[config.mk]
export PLATFORM = sky130hd
export DESIGN_NAME = hilo_div_sequencer
export DESIGN_NICKNAME = d
export VERILOG_FILES = /design/src/rtl/hilo_div_sequencer.sv
export SDC_FILE = /design/constraint.sdc
export NUM_CORES = 1
export LEC_CHECK = 0
export CAP_MARGIN = 5
export CORE_MARGIN = 2
export CORE_UTILIZATION = 38
export DETAILED_ROUTE_END_ITERATION = 7
export GPL_ROUTABILITY_DRIVEN = 0
export PLACE_DENSITY = 0.69
export SYNTH_ARGS = -nofsm -noshare
export SYNTH_HDL_FRONTEND = slang
export SYNTH_SLANG_ARGS = --single-unit
[constraint.sdc]
create_clock -name clk -period 5.05 [get_ports clk]
set_input_delay 0.505 -clock clk [delete_from_list [all_inputs] [get_ports clk]]
set_output_delay 0.505 -clock clk [all_outputs]
set_load 0.03 [all_outputs]
[src/rtl/hilo_div_sequencer.sv]
// Divide sequencer between the CPU datapath and a WIDTH-cycle iterative unsigned divider.
// Handles sign conversion, the divider start/ready handshake, and the HI/LO writeback.
module hilo_div_sequencer #(
  parameter int unsigned WIDTH = 32
) (
  input  logic             clk,
  input  logic             reset,
  input  logic             op_valid,
  input  logic             op_signed,
  input  logic [WIDTH-1:0] op_a,
  input  logic [WIDTH-1:0] op_b,
  output logic             busy,
  output logic             done,
  output logic             div_by_zero,
  output logic [WIDTH-1:0] hi,
  output logic [WIDTH-1:0] lo,
  output logic [WIDTH-1:0] dv_q,
  output logic [WIDTH-1:0] dv_m,
  output logic             dv_start,
  input  logic [WIDTH-1:0] dv_quotient,
  input  logic [WIDTH-1:0] dv_remainder,
  input  logic             dv_ready
);

  typedef enum logic [1:0] {
    StIdle,
    StLaunch,
    StWaitDone
  } state_e;

  state_e           state_q, state_d;
  logic             busy_q, busy_d;
  logic             done_q, done_d;
  logic             dbz_q, dbz_d;
  logic             start_q, start_d;
  logic             qneg_q, qneg_d;
  logic             rneg_q, rneg_d;
  logic [WIDTH-1:0] hi_q, hi_d;
  logic [WIDTH-1:0] lo_q, lo_d;
  logic [WIDTH-1:0] dvq_q, dvq_d;
  logic [WIDTH-1:0] dvm_q, dvm_d;

  logic             a_neg, b_neg;
  logic [WIDTH-1:0] mag_a, mag_b;

  // The most negative value maps onto itself, which is the correct unsigned magnitude.
  assign a_neg = op_signed & op_a[WIDTH-1];
  assign b_neg = op_signed & op_b[WIDTH-1];
  assign mag_a = a_neg ? -op_a : op_a;
  assign mag_b = b_neg ? -op_b : op_b;

  always_comb begin
    state_d = state_q;
    busy_d  = busy_q;
    done_d  = 1'b0;
    dbz_d   = dbz_q;
    start_d = start_q;
    qneg_d  = qneg_q;
    rneg_d  = rneg_q;
    hi_d    = hi_q;
    lo_d    = lo_q;
    dvq_d   = dvq_q;
    dvm_d   = dvm_q;

    case (state_q)
      StIdle: begin
        if (op_valid) begin
          qneg_d = op_signed & (op_a[WIDTH-1] ^ op_b[WIDTH-1]);
          rneg_d = a_neg;
          dvq_d  = mag_a;
          dvm_d  = mag_b;
          dbz_d  = 1'b0;
          if (op_b == '0) begin
            // Trap without touching the divider.
            hi_d   = op_a;
            lo_d   = '1;
            dbz_d  = 1'b1;
            done_d = 1'b1;
          end else begin
            state_d = StLaunch;
            busy_d  = 1'b1;
            start_d = 1'b1;
          end
        end
      end

      StLaunch: begin
        // Divider latches start on this same edge and drops ready afterwards.
        if (dv_ready) begin
          state_d = StWaitDone;
          start_d = 1'b0;
        end
      end

      StWaitDone: begin
        if (dv_ready) begin
          lo_d    = qneg_q ? -dv_quotient : dv_quotient;
          hi_d    = rneg_q ? -dv_remainder : dv_remainder;
          done_d  = 1'b1;
          busy_d  = 1'b0;
          state_d = StIdle;
        end
      end

      default: begin
        state_d = StIdle;
        busy_d  = 1'b0;
        start_d = 1'b0;
      end
    endcase
  end

  always_ff @(posedge clk or posedge reset) begin
    if (reset) begin
      state_q <= StIdle;
      busy_q  <= 1'b0;
      done_q  <= 1'b0;
      dbz_q   <= 1'b0;
      start_q <= 1'b0;
      qneg_q  <= 1'b0;
      rneg_q  <= 1'b0;
      hi_q    <= '0;
      lo_q    <= '0;
      dvq_q   <= '0;
      dvm_q   <= '0;
    end else begin
      state_q <= state_d;
      busy_q  <= busy_d;
      done_q  <= done_d;
      dbz_q   <= dbz_d;
      start_q <= start_d;
      qneg_q  <= qneg_d;
      rneg_q  <= rneg_d;
      hi_q    <= hi_d;
      lo_q    <= lo_d;
      dvq_q   <= dvq_d;
      dvm_q   <= dvm_d;
    end
  end

  assign busy        = busy_q;
  assign done        = done_q;
  assign div_by_zero = dbz_q;
  assign dv_start    = start_q;
  assign hi          = hi_q;
  assign lo          = lo_q;
  assign dv_q        = dvq_q;
  assign dv_m        = dvm_q;

endmodule

# --- After elaboration in Yosys (flattened, before gate mapping) ---
# Cells that the tools add are included.
classes:
  reduce_logical: 8
  n_mux: 26
  bitwise_logic: 6
  eq_ne: 7
  n_addsub: 4
op_table:
  columns: ["cell", "n"]
  rows:
  - ["2-to-1 mux 32 bit", 10]
  - ["negator 32 bit", 4]
  - ["case mux 32 bit (2 select lines)", 2]
  - ["zero test 32 bit", 1]
  - ["AND reduction 4 bit", 4]
  - ["inequality test 2 bit (second input constant)", 5]
  - ["2-to-1 mux 2 bit", 4]
  - ["2-to-1 mux 1 bit", 6]
  - ["case mux 1 bit (3 select lines)", 2]
  - ["case mux 2 bit (3 select lines)", 1]
  - ["AND 1 bit", 3]
  - ["equality test 2 x 1 -> 1 bit (second input constant)", 1]
  - ["equality test 2 bit (second input constant)", 1]
  - ["zero test 2 bit", 1]
  - ["inverter 1 bit", 2]
  - ["case mux 1 bit (2 select lines)", 1]
  - ["AND reduction 2 bit", 1]
  - ["nonzero test 2 bit", 1]
  - ["bitwise XOR 1 bit", 1]
totals:
  out_inout_bits: 132
  input_bits: 133
  reg_bits: 136
  elab_cells: 62

# --- Logic depth before layout (Yosys ltp) ---
depth:
  word_depth: 4
  depth_mapped: 11
  mapped_depth_nobuf: 9

# --- Worst setup path after synthesis ---
# Ideal clock, no wire load.
synth_path:
  path_type: "input to register"
  from: "input port op_b[24]"
  to: "register lo_q[21], in the netlist lo[21]"
  n_path_buf: 2
  required_ps: 4909
  arrival_ps: 2572
  setup_ps: 141
  path_stages: 8
  path_slack_ps: 2337
  cell_sequence: "or4_4 or4_1 or4_4 o21a_4 inv_2 buf_6 buf_2 a31oi_1"
synth_between:
  elab_chain_len: 3
synth_lines:
  columns: ["element", "line_no", "text"]
  rows:
  - ["start, declared", "11", "input logic [WIDTH-1:0] op_b,"]
  - ["zero test 32 bit", "73", "if (op_b == '0) begin"]
  - ["inequality test 2 bit (no source line)", null, null]
  - ["AND reduction 4 bit (no source line)", null, null]
  - ["end signal, assigned", "135", "lo_q <= lo_d;"]
  - ["end, declared", "39", "logic [WIDTH-1:0] lo_q, lo_d;"]
# Every way passes these cells.
# A chain may end at the register's enable or synchronous reset.

# --- Final worst setup path ---
layout_path:
  from: "input port op_b[1]"
  to: "register hi_q[23], in the netlist hi[23]"
layout_between:
  elab_chain_len: 3
layout_lines:
  columns: ["element", "line_no", "text"]
  rows:
  - ["zero test 32 bit", "73", null]
  - ["inequality test 2 bit (no source line)", null, null]
  - ["AND reduction 4 bit (no source line)", null, null]
  - ["end signal, assigned", "134", "hi_q <= hi_d;"]
  - ["end, declared", "38", "logic [WIDTH-1:0] hi_q, hi_d;"]
# Every way passes these cells.

==> results_dict.tcl <==
set metrics [dict create \
    synth_flop_cell "dfrtp_1" \
    viasPerCell 5.31 \
    grt_pass1_vias 7234 \
    ys_seq_area_frac 0.434 \
    fmax_ghz 0.287 \
    reg2reg_depth 6 \
    fillCellCount 1822 \
    clk_latency_ns 0.42 \
    ir_drop_mv 0.260 \
    initial_core_util 0.388 \
    status "complete, no violations" \
    setup_tns_ns 0 \
    yosysWarnings 0 \
    clock_path_buffers 2 \
    synth_edf_count 0 \
    post-route-min-period_ns 3.48 \
    die_h_um 148 \
    grt_overflow 0 \
    grt_antenna_before_repair 1 \
    antenna_cells 0 \
    finalNetCount 1271 \
    yosys.area.top_type "dfrtp_1" \
    h-tree-depth 4 \
    antenna_left 0 \
    grt_use_total 0.225 \
    worst_pin_slew_ns 1.06 \
    r2r-end "lo[31]" \
    drt_pass1_iterations 5 \
    rows 52 \
    wl_per_cell_um 17.3 \
    crit_type "input pin to flop" \
    multi_input_area_mm2 0.00417 \
    max_cap_violations 0 \
    cts_inserted_buffers 17 \
    placed_cell_area_mm2 0.0107 \
    ys_top_cells_by_area "dfrtp_1 (43%), o21ai_0 (7.3%), xor2_1 (6.6%)" \
    reg2reg_slack_ns 2.91 \
    cts-hold-fix-buffers 0 \
    cts_num_sinks 136 \
    min_period_over_period 0.689 \
    cp-start-kind "input pin" \
    cp_max_fo 83 \
    post-route-drc-count 0 \
    end_kind "flop" \
    r2r-start "state_q[0]" \
    avgSynthCellArea_um2 8.73 \
    postCtsSetupRepairBufs 0 \
    synth.distinct_cells 45 \
    cts_tree "yes" \
    dp_hpwl_um 18300 \
    arrival_ns 3.81 \
    grt_pass1_wl_um 38600 \
    design_area_mm2 0.0113 \
    setup_viol 0 \
    path_clk_slew_ns 0.06 \
    final_layout_size_suffix_gt1_frac 0.0401 \
    post_synth_inst_count 899 \
    holdPathStages 2 \
    ioPinCount 265 \
    fin_worst_skew_ns 0.0105 \
    finalHoldViolCount 0 \
    synth_fp_nets 1036 \
    cts_root_buf "clkbuf_16" \
    syn_to_final_growth_pct 44.6 \
    ys_ff_latch 136 \
    num_vias 7521 \
    die_x_um 148 \
    worst_hold_startpoint "dv_m[31]" \
    cts_resized 0 \
    critPathRequiredTime_ns 5.38 \
    holdCritPathClass "flop to flop" \
    regArea_mm2 0.00340 \
    power_density_mw_per_mm2 584 \
    slew_headroom 0.296 \
    rsz0062_at_grt "false" \
    die_area_mm2 0.0218 \
    initialDrtViolationCount 504 \
    syn_area_mm2 0.00785 \
    leakagePower_nw 4.32 \
    synth_top_area_share 0.434 \
    core_mm2 0.0202 \
    portBuffers 264 \
    async_reset_ff_frac 1.00 \
    hold_end "dv_m[31]" \
    routed_wl_um 24500 \
    finalMaxSlewViolations 0 \
    grt_max_degree 128 \
]
==> cell usage after synthesis, drive strengths merged, types with 18 or more instances <==
library cell,n
xor2,59
or4,18
o21ai,117
nor2,89
xnor2,57
a31oi,34
dfrtp,136
nand2,124
o31ai,31
a21oi,29
clkbuf,39
==> routing by layer <==
| metal | vias up | track usage | routed length [um] |
|---|---|---|---|
| li1 | 3670 | - | - |
| met1 | 3514 | 0.300 | 10900 |
| met2 | 283 | 0.349 | 11000 |
| met3 | 54 | 0.0552 | 1800 |
| met4 | 0 | 0.0962 | 826 |
| met5 | - | 0 | 0 |
==> state kept, by name, indices dropped and copies added, names as in the netlist <==
register,cells
dv_start,1
done,1
state_q,2
dv_q,32
lo,32
hi,32
rneg_q,1
busy,1
qneg_q,1
dv_m,32
div_by_zero,1
==> cells in the final DEF (no fill, tap or decap), types with 4 or more instances in the layout <==
cell / n
nand4_1: 5
nand2_1: 124
mux2i_1: 9
xor2_1: 59
or3_1: 14
nor4_1: 16
or4_1: 16
o22a_1: 4
clkdlybuf4s50_1: 264
o41ai_1: 15
nor2b_1: 4
inv_1: 11
nor2_1: 89
nand3_1: 8
dfrtp_1: 136
a31oi_1: 34
bufinv_16: 6
nor3_1: 10
buf_4: 4
o31ai_1: 31
nor3b_1: 7
o21ai_0: 114
a211oi_1: 5
o211ai_1: 6
clkinvlp_4: 4
xnor2_1: 57
nand2b_1: 4
ha_1: 4
clkbuf_16: 17
and2_1: 6
a21oi_1: 29
==> worst max path at each step <==
stage                       start     end  slack (ns)
after floorplan             reset    busy        0.91
after global placement    op_b[1]  hi[18]        1.29
after detailed placement  op_b[0]  hi[18]        1.17
after CTS                 op_b[1]  hi[23]        1.60
after global routing      op_b[0]  hi[23]        1.26
final                     op_b[1]  hi[23]        1.57
==> per-stage QoR <==
stage | hold slack (ns) | power, mW | std cells | utilization | setup slack [ns]
3_5_place_dp | 0.456 | 5.22 | 1385 | 0.527 | 1.17
6_report | 0.464 | 6.62 | 1417 | 0.560 | 1.57
4_1_cts | 0.469 | 6.67 | 1417 | 0.560 | 1.60
2_1_floorplan | 0.482 | 3.82 | 899 | - | 0.906
3_3_place_gp | 0.451 | 5.18 | 1385 | 0.527 | 1.29
5_1_grt | 0.495 | 7.00 | 1417 | 0.560 | 1.26
==> power breakdown <==
part           leakage, nW  total (mW)  internal, mW  switching [mW]
combinational         2.41        3.29          1.35            1.94
clock                0.316        1.43         0.953           0.478
sequential            1.59        1.90          1.56           0.345
==> cells by family (layout without fill, tap and decap cells) <==
family / after synthesis / count (layout) / synth area share
mux: 9 / 9 / 0.0115
xor+xnor: 116 / 116 / 0.130
fa+ha+maj: 4 / 4 / 0.00638
buf+inv: 66 / 314 / 0.0360
compound gates: 252 / 252 / 0.195
flops: 136 / 136 / 0.434
simple gates: 316 / 316 / 0.188
==> critical path: stages <==
cell and delay (ns):
clkdlybuf4s50_1 0.46, inv_1 0.08, ha_1 0.15, nor3b_1 0.42
nand4b_1 0.38, or4_4 0.67, o21a_4 0.35, inv_2 0.14
buf_12 0.30, o21ai_0 0.13, o21ai_0 0.19
==> layout make-up <==
type                            count  share of cell area
Sequential cell                   136               0.300
Clock buffer                       21              0.0406
Inverter                           13             0.00474
Multi-Input combinational cell    697               0.368
Timing Repair Buffer              269               0.237
Tap cell                          270              0.0298
Clock inverter                     11              0.0193
Power figures use the tool's default switching activity.
==> variant: new RTL, same settings <==
The parameter `WIDTH` goes from 32 to 36.
--- a/src/rtl/hilo_div_sequencer.sv
+++ b/src/rtl/hilo_div_sequencer.sv
@@ -2,5 +2,5 @@
 // Handles sign conversion, the divider start/ready handshake, and the HI/LO writeback.
 module hilo_div_sequencer #(
-  parameter int unsigned WIDTH = 32
+  parameter int unsigned WIDTH = 36
 ) (
   input  logic             clk,
Ports: changed (8 resized); port bits go from 265 to 297. The function was not compared with the original's and may differ.
==> variant against the original RTL <==
Routed wire length increased by 19%; setup slack got worse by 0.036 ns; first-iteration DRC count increased by 5.6%; final area increased by 12%; non-clock buffer count increased by 34; total power increased by 6.6%; synthesized area increased by 14%; sequential cell count increased by 16; core utilization decreased by 1.6 points.
==> variant: results (changes against the original RTL) <==
metric	value	unit	change
status	complete, no violations		unchanged
cp.arrival	3.86	ns	was 3.81 ns
power_leakage	0.00486	uW	was 0.00432 uW
met2_usage	0.371		was 0.349
timing.rr.start	state_q[1]		was state_q[0]
nets	1462		was 1271
dpl_worst_slack	1.07	ns	was 1.17 ns
path_max_fanout	71		was 83
antenna_found_initial	1		unchanged
dp_hpwl	21900	um	was 18300 um
period_share	0.696		was 0.689
synth_most_common_cell	nand2_1		was dfrtp_1
root_buffer	clkbuf_16		unchanged
r2r_cells	9		was 6
p_sw_frac	0.433		was 0.417
reg2reg_to	hi[11]		was lo[31]
grt_max_degree	94		was 128
met2_length	13200	um	was 11000 um
syn_avg_cell_area	8.54	sq um	was 8.73 sq um
whs	0.475	ns	was 0.464 ns
synthesis.nets	1202		was 1036
wirelength	29200	um	was 24500 um
crit_family	buffers and inverters		was simple AND/OR/NAND/NOR gates
routed-via-count	8734		was 7521
yosys-top-cells-count	154 x nand2_1, 152 x dfrtp_1, 137 x o21ai_0		was 136 x dfrtp_1, 124 x nand2_1, 114 x o21ai_0
synth.lib_cells_used.distinct	51		was 45
met3_usage	0.0432		was 0.0552
cp_slowest_stage_delay	0.50	ns	was 0.67 ns
m1WireLength	13400	um	was 10900 um
globalRouteMet1Util	0.332		was 0.300
clk_path_buf_depth	2		unchanged
placed_cells	1609		was 1385
synth_xor_area_frac	0.123		was 0.130
worstHoldStart	dv_q[2]		was dv_m[31]
cpMaxStageDelayCell	clkdlybuf4s50_1		was or4_4
fin_skew	0.0114	ns	was 0.0105 ns
place_area	12100	sq um	was 10700 sq um
rrSetupSlack	2.29	ns	was 2.91 ns
grt_first_pass_wirelength	45600	um	was 38600 um
hold_path.class	register to register		unchanged
drive_gt1_frac	0.0393		was 0.0401
post_cts_resized	0		unchanged
grt_use_total	0.235		was 0.225
holdPathEnd	dv_q[2]		was dv_m[31]
synth_seq_area_share	0.425		was 0.434
muxShareOfSynthArea	0.0136		was 0.0115
clk_pin_slew	0.07	ns	
synth_compound_area_frac	0.185		was 0.195
port_buffers	296		was 264
fill_cells	2197		was 1822
synth_area_leaders	dfrtp_1 42%, o21ai_0 7.7%, xor2_1 6.9%		was dfrtp_1 43%, o21ai_0 7.3%, xor2_1 6.6%
grt_pass1_vias	8224		was 7234
worst_pin_slew	1.08	ns	was 1.06 ns
dr.first_iter.drc_count	532		was 504
synthAdderAreaFrac	0.00559		was 0.00638
vdd_drop_max	247	uV	was 260 uV
met3_length	1930	um	was 1800 um
wl_per_cell	17.8	um	was 17.3 um
## variant: cells by family (layout without fill, tap and decap cells)
kind of cell	count (synthesis)	count (layout)
other cells	0	1
fa+ha+maj	4	4
compound gates	286	286
xor+xnor	126	126
mux	12	12
simple gates	391	391
flops	152	152
buf+inv	78	351
## variant: final cells by class
| class | count | area [sq um] | area share |
|---|---|---|---|
| clock inverter | 10 | 119 | 0.00936 |
| timing repair buffer | 303 | 3030 | 0.238 |
| sequential | 152 | 3800 | 0.299 |
| multi-input combinational | 819 | 4830 | 0.380 |
| clock buffer | 22 | 454 | 0.0358 |
| inverter | 16 | 65.1 | 0.00512 |
| tap | 319 | 399 | 0.0314 |
| antenna | 1 | 2.50 | 0.000197 |
## variant: power groups by stage
stage / sequential (uW) / combinational (uW) / clock, uW
floorplan: 3190 / 984 / 0
global placement: 2170 / 3610 / 0
detailed placement: 2170 / 3650 / 0
CTS: 2160 / 3660 / 1300
global route: 2230 / 3900 / 1350
finish: 2150 / 3630 / 1270
